$ cat src/rtl/wb_arbiter.sv
// Two-master, one-slave Wishbone classic arbiter with cyc-locked round-robin
// grants and an optional watchdog that errors out hung strobes.
module wb_arbiter #(
  parameter int XLEN    = 32,
  parameter int TIMEOUT = 255
) (
  input  logic              clk,
  input  logic              rst,
  input  logic              i_cyc,
  input  logic              i_stb,
  input  logic              i_we,
  input  logic [XLEN-1:0]   i_adr,
  input  logic [XLEN-1:0]   i_dat_w,
  input  logic [XLEN/8-1:0] i_sel,
  output logic              i_ack,
  output logic              i_err,
  output logic [XLEN-1:0]   i_dat_r,
  input  logic              d_cyc,
  input  logic              d_stb,
  input  logic              d_we,
  input  logic [XLEN-1:0]   d_adr,
  input  logic [XLEN-1:0]   d_dat_w,
  input  logic [XLEN/8-1:0] d_sel,
  output logic              d_ack,
  output logic              d_err,
  output logic [XLEN-1:0]   d_dat_r,
  output logic              s_cyc,
  output logic              s_stb,
  output logic              s_we,
  output logic [XLEN-1:0]   s_adr,
  output logic [XLEN-1:0]   s_dat_w,
  output logic [XLEN/8-1:0] s_sel,
  input  logic              s_ack,
  input  logic              s_err,
  input  logic [XLEN-1:0]   s_dat_r,
  output logic [1:0]        gnt
);

  typedef enum logic [1:0] {
    IDLE  = 2'd0,
    OWN_I = 2'd1,
    OWN_D = 2'd2
  } state_e;

  state_e state_q, state_d;
  // 1 = data master held the bus last
  logic   last_d_q, last_d_d;
  logic   own_cyc, own_stb;
  logic   wd_err;

  always_ff @(posedge clk or posedge rst) begin
    if (rst) begin
      state_q  <= IDLE;
      last_d_q <= 1'b1;
    end else begin
      state_q  <= state_d;
      last_d_q <= last_d_d;
    end
  end

  always_comb begin
    own_cyc = 1'b0;
    own_stb = 1'b0;
    case (state_q)
      OWN_I: begin
        own_cyc = i_cyc;
        own_stb = i_stb;
      end
      OWN_D: begin
        own_cyc = d_cyc;
        own_stb = d_stb;
      end
      default: ;
    endcase
  end

  always_comb begin
    state_d  = state_q;
    last_d_d = last_d_q;
    if (state_q == IDLE || !own_cyc) begin
      if (i_cyc && (!d_cyc || last_d_q)) begin
        state_d  = OWN_I;
        last_d_d = 1'b0;
      end else if (d_cyc) begin
        state_d  = OWN_D;
        last_d_d = 1'b1;
      end else begin
        state_d  = IDLE;
      end
    end
  end

  if (TIMEOUT > 0) begin : g_wd
    localparam int W = $clog2(TIMEOUT + 1);
    logic [W-1:0] wd_q, wd_d, wd_inc;
    logic         wait_c;

    // err fires on the TIMEOUT-th consecutive waiting cycle
    always_comb begin
      wait_c = own_stb & ~s_ack & ~s_err;
      wd_inc = wd_q + W'(1);
      wd_err = wait_c && (wd_inc == W'(TIMEOUT));
      wd_d   = '0;
      if (wait_c && !wd_err && state_d == state_q)
        wd_d = wd_inc;
    end

    always_ff @(posedge clk or posedge rst) begin
      if (rst) wd_q <= '0;
      else     wd_q <= wd_d;
    end
  end else begin : g_no_wd
    assign wd_err = 1'b0;
  end

  always_comb begin
    s_cyc   = 1'b0;
    s_stb   = 1'b0;
    s_we    = 1'b0;
    s_adr   = '0;
    s_dat_w = '0;
    s_sel   = '0;
    i_ack   = 1'b0;
    i_err   = 1'b0;
    d_ack   = 1'b0;
    d_err   = 1'b0;
    case (state_q)
      OWN_I: begin
        s_cyc   = i_cyc;
        s_stb   = i_stb;
        s_we    = i_we;
        s_adr   = i_adr;
        s_dat_w = i_dat_w;
        s_sel   = i_sel;
        i_ack   = s_ack;
        i_err   = s_err | wd_err;
      end
      OWN_D: begin
        s_cyc   = d_cyc;
        s_stb   = d_stb;
        s_we    = d_we;
        s_adr   = d_adr;
        s_dat_w = d_dat_w;
        s_sel   = d_sel;
        d_ack   = s_ack;
        d_err   = s_err | wd_err;
      end
      default: ;
    endcase
  end

  assign gnt     = {state_q == OWN_D, state_q == OWN_I};
  assign i_dat_r = s_dat_r;
  assign d_dat_r = s_dat_r;

endmodule

$ cat config.mk
export PLATFORM = sky130hd
export DESIGN_NAME = wb_arbiter
export DESIGN_NICKNAME = d
export VERILOG_FILES = /design/src/rtl/wb_arbiter.sv
export SDC_FILE = /design/constraint.sdc
export NUM_CORES = 1
export LEC_CHECK = 0
export BUFFER_PORTS_ARGS = -buffer_cell sky130_fd_sc_hd__buf_2
export CAP_MARGIN = 20
export CORE_AREA = 2 2 124 126
export CTS_CLUSTER_SIZE = 20
export DETAILED_ROUTE_END_ITERATION = 8
export DIE_AREA = 0 0 126 128
export GPL_TIMING_DRIVEN = 1
export PLACE_DENSITY = 0.54
export SLEW_MARGIN = 20
export SYNTH_ARGS = -nofsm -noshare
export SYNTH_HDL_FRONTEND = slang
export SYNTH_SLANG_ARGS = --single-unit
$ cat constraint.sdc
create_clock -name clk -period 6.2 [get_ports clk]
set_clock_uncertainty 0.1 [all_clocks]
set_input_delay 1.24 -clock clk [delete_from_list [all_inputs] [get_ports clk]]
set_output_delay 1.24 -clock clk [all_outputs]
set_load 0.02 [all_outputs]
==> flow_metrics.tcl <==
set metrics [dict create \
    dr.pass1.iters 4 \
    met3_usage_pct 3.84 \
    cts_sinks 11 \
    finalHoldViolCount 0 \
    path_cells "inv_1 > ha_2 > a22oi_1 > nor3b_1 > nand2_1 > o31ai_1 > buf_2" \
    crit_family "adder cells" \
    num-nets-final 628 \
    worst_pin_slew_ns 0.997 \
    hp-start "g_wd.wd_q[0]$_DFF_PP0_" \
    setup_viol 0 \
    critPathKind "reg2out" \
    pwr-share-seq_pct 10.1 \
    async_reset_ff_share_pct 100 \
    yosysSeqAreaShare_pct 12.0 \
    dp_hpwl_mm 8.39 \
    root_buffer "clkbuf_16" \
    cp_max_fo 46 \
    rr_startpoint "state_q[0]$_DFF_PP0_" \
    min_path_type "reg2reg" \
    ys_seq_elements 11 \
    final_antenna_net_count 0 \
    ios 319 \
    grt_usage_pct 11.3 \
    p_per_area_nw_per_um2 266 \
    drv_slew 0 \
    netlist_area_sq_um 2300 \
    critPathMaxStageDelay_ns 0.77 \
    use_met1_pct 15.2 \
    finalWirelength_mm 10.2 \
    layout_common_cells "222 x buf_2, 70 x a22oi_1, 70 x nor2b_1, 10 x dfrtp_1, 9 x nand2_1" \
    yosysWarnings 0 \
    max-cap-violations 0 \
    syn_nets 487 \
    grt_overflow 0 \
    netSwitchingPower_mw 0.426 \
    rrSetupSlack_ns 3.12 \
    initial_core_util_pct 15.5 \
    ctsResizeCount 0 \
    slew_headroom_pct 33.5 \
    placed_cells 628 \
    total_power_mw 0.841 \
    vdd_drop_max_uv 179 \
    r2r_cells 7 \
    slowest_stage "ha_2" \
    grt_pass1_vias 2411 \
    max_freq_ghz 0.244 \
    clkPwrFrac_pct 14.0 \
    final_core_util_pct 21.3 \
    ys.flop_type "dfrtp_1" \
    grt_start_max_net_pins 75 \
    yosysUniqueCellTypes 32 \
    numCtsBuffers 3 \
    path_depth 7 \
    clock_latency_ns 0.24 \
    place_area_sq_um 3090 \
    h-tree-depth 1 \
    final_common_cell "buf_2" \
    port_buffers 222 \
    antenna_cells 0 \
    p_comb_share_pct 75.9 \
    finalCritPeriodShare_pct 66.0 \
    cts-hold-fix-buffers 0 \
    cts_buffer_depth 2 \
    die_w_um 126 \
    syn_inst 304 \
    synth-edff-count 0 \
    clk_pin_slew_worst_paths_ns 0.04 \
    min_period_ns 4.09 \
    grtUsageMet2_pct 18.3 \
    cts_tree "built" \
    drtIter0Drc 145 \
    final_area_sq_um 3170 \
    worstSetupStartpointType "flop" \
    die_height_um 128 \
    wl_per_cell_um 16.1 \
    drcViolationCount 0 \
    vias 2654 \
    fin_ws_ns 2.11 \
    drive_gt1_share_pct 53.4 \
    vias_per_cell 4.20 \
    crit_path_start "state_q[1]$_DFF_PP0_" \
    grt.busiest_layer "met2" \
    postCtsSetupBuffers 0 \
    dpl_worst_slack_ns 2.31 \
    crit_arrival_ns 2.75 \
    reg2reg_to "g_wd.wd_q[4]$_DFF_PP0_" \
    antenna_found_initial 0 \
    die-area_sq_um 16100 \
    cp-end-kind "primary output" \
    gp_congestion 0.768 \
    grt_pass1_wl_mm 14.6 \
    holdWs_ns 0.424 \
    status "finished, final reports clean" \
    rsz0062_at_grt "false" \
    fin_cells 632 \
    avgSynthCellArea_sq_um 7.56 \
    required_ns 4.86 \
    rows 45 \
    p_leak_nw 1.54 \
    setup_tns_ns 0 \
    internal-power_mw 0.416 \
    coreArea_sq_um 14900 \
    area_growth_pct 37.9 \
    crit_buf_inv 2 \
    worstSetupEndpoint "d_err" \
    p_sw_share_pct 50.6 \
]
==> final cells by class <==
class | count | area, sq um
Sequential cell | 11 | 277
Multi-Input combinational cell | 199 | 1430
Fill cell | 1719 | 11700
Inverter | 6 | 22.5
Tap cell | 188 | 235
Timing Repair Buffer | 224 | 1130
Clock buffer | 4 | 78.8
==> worst min path at each step <==
stage	endpoint	cells past startpoint
3_5_place_dp	g_wd.wd_q[0]$_DFF_PP0_	1
4_1_cts	g_wd.wd_q[0]$_DFF_PP0_	1
2_1_floorplan	g_wd.wd_q[0]$_DFF_PP0_	1
3_3_place_gp	g_wd.wd_q[0]$_DFF_PP0_	1
5_1_grt	last_d_q$_DFFE_PP1P_	2
6_report	g_wd.wd_q[0]$_DFF_PP0_	1
==> sequential cells by signal, summed over array words and instances (netlist names) <==
name and count:
state_q 2, g_wd.wd_q 8, last_d_q 1
==> power groups by stage <==
stage / sequential [mW] / clock, mW / combinational [mW]
2_1_floorplan: 0.0850 / 0 / 0.487
3_3_place_gp: 0.0859 / 0 / 0.654
3_5_place_dp: 0.0861 / 0 / 0.650
4_1_cts: 0.0851 / 0.121 / 0.652
5_1_grt: 0.0863 / 0.123 / 0.699
6_report: 0.0851 / 0.117 / 0.639
==> synth_stat cells (2+ instances only) <==
library cell  number  area (sq um)
o21ai_0            2          10.0
o31ai_1            2          15.0
nand2b_1           2          12.5
a31oi_1            2          12.5
xnor2_1            3          26.3
dfrtp_1           10           250
a22oi_1           70           526
buf_4             66           495
nand2_1            9          33.8
nand4_1            2          12.5
nand3_1            4          20.0
and2_1             3          18.8
inv_1              6          22.5
clkbuf_1          22          82.6
nor3b_1            2          15.0
nor2_1             2          7.51
a2111oi_1          7          70.1
nor2b_1           70           438
ha_1               5          62.6
xor2_1             3          26.3
==> kinds of logic (layout without fill, tap and decap cells) <==
| group | Yosys count | in the layout | share of synthesized area (%) |
|---|---|---|---|
| buffers and inverters | 94 | 234 | 26.1 |
| and+or+nand+nor | 99 | 99 | 26.1 |
| AOI/OAI and AO/OA | 89 | 89 | 30.7 |
| adders and majority gates | 5 | 5 | 2.72 |
| DFF | 11 | 11 | 12.0 |
| xor gates and xnor gates | 6 | 6 | 2.29 |
==> metal layers <==
metal,wire [um],vias up
met1,4390,1171
met4,43,0
li1,-,1301
met3,1040,10
met2,4730,172
met5,0,-
(Power assumes the default switching activity.)
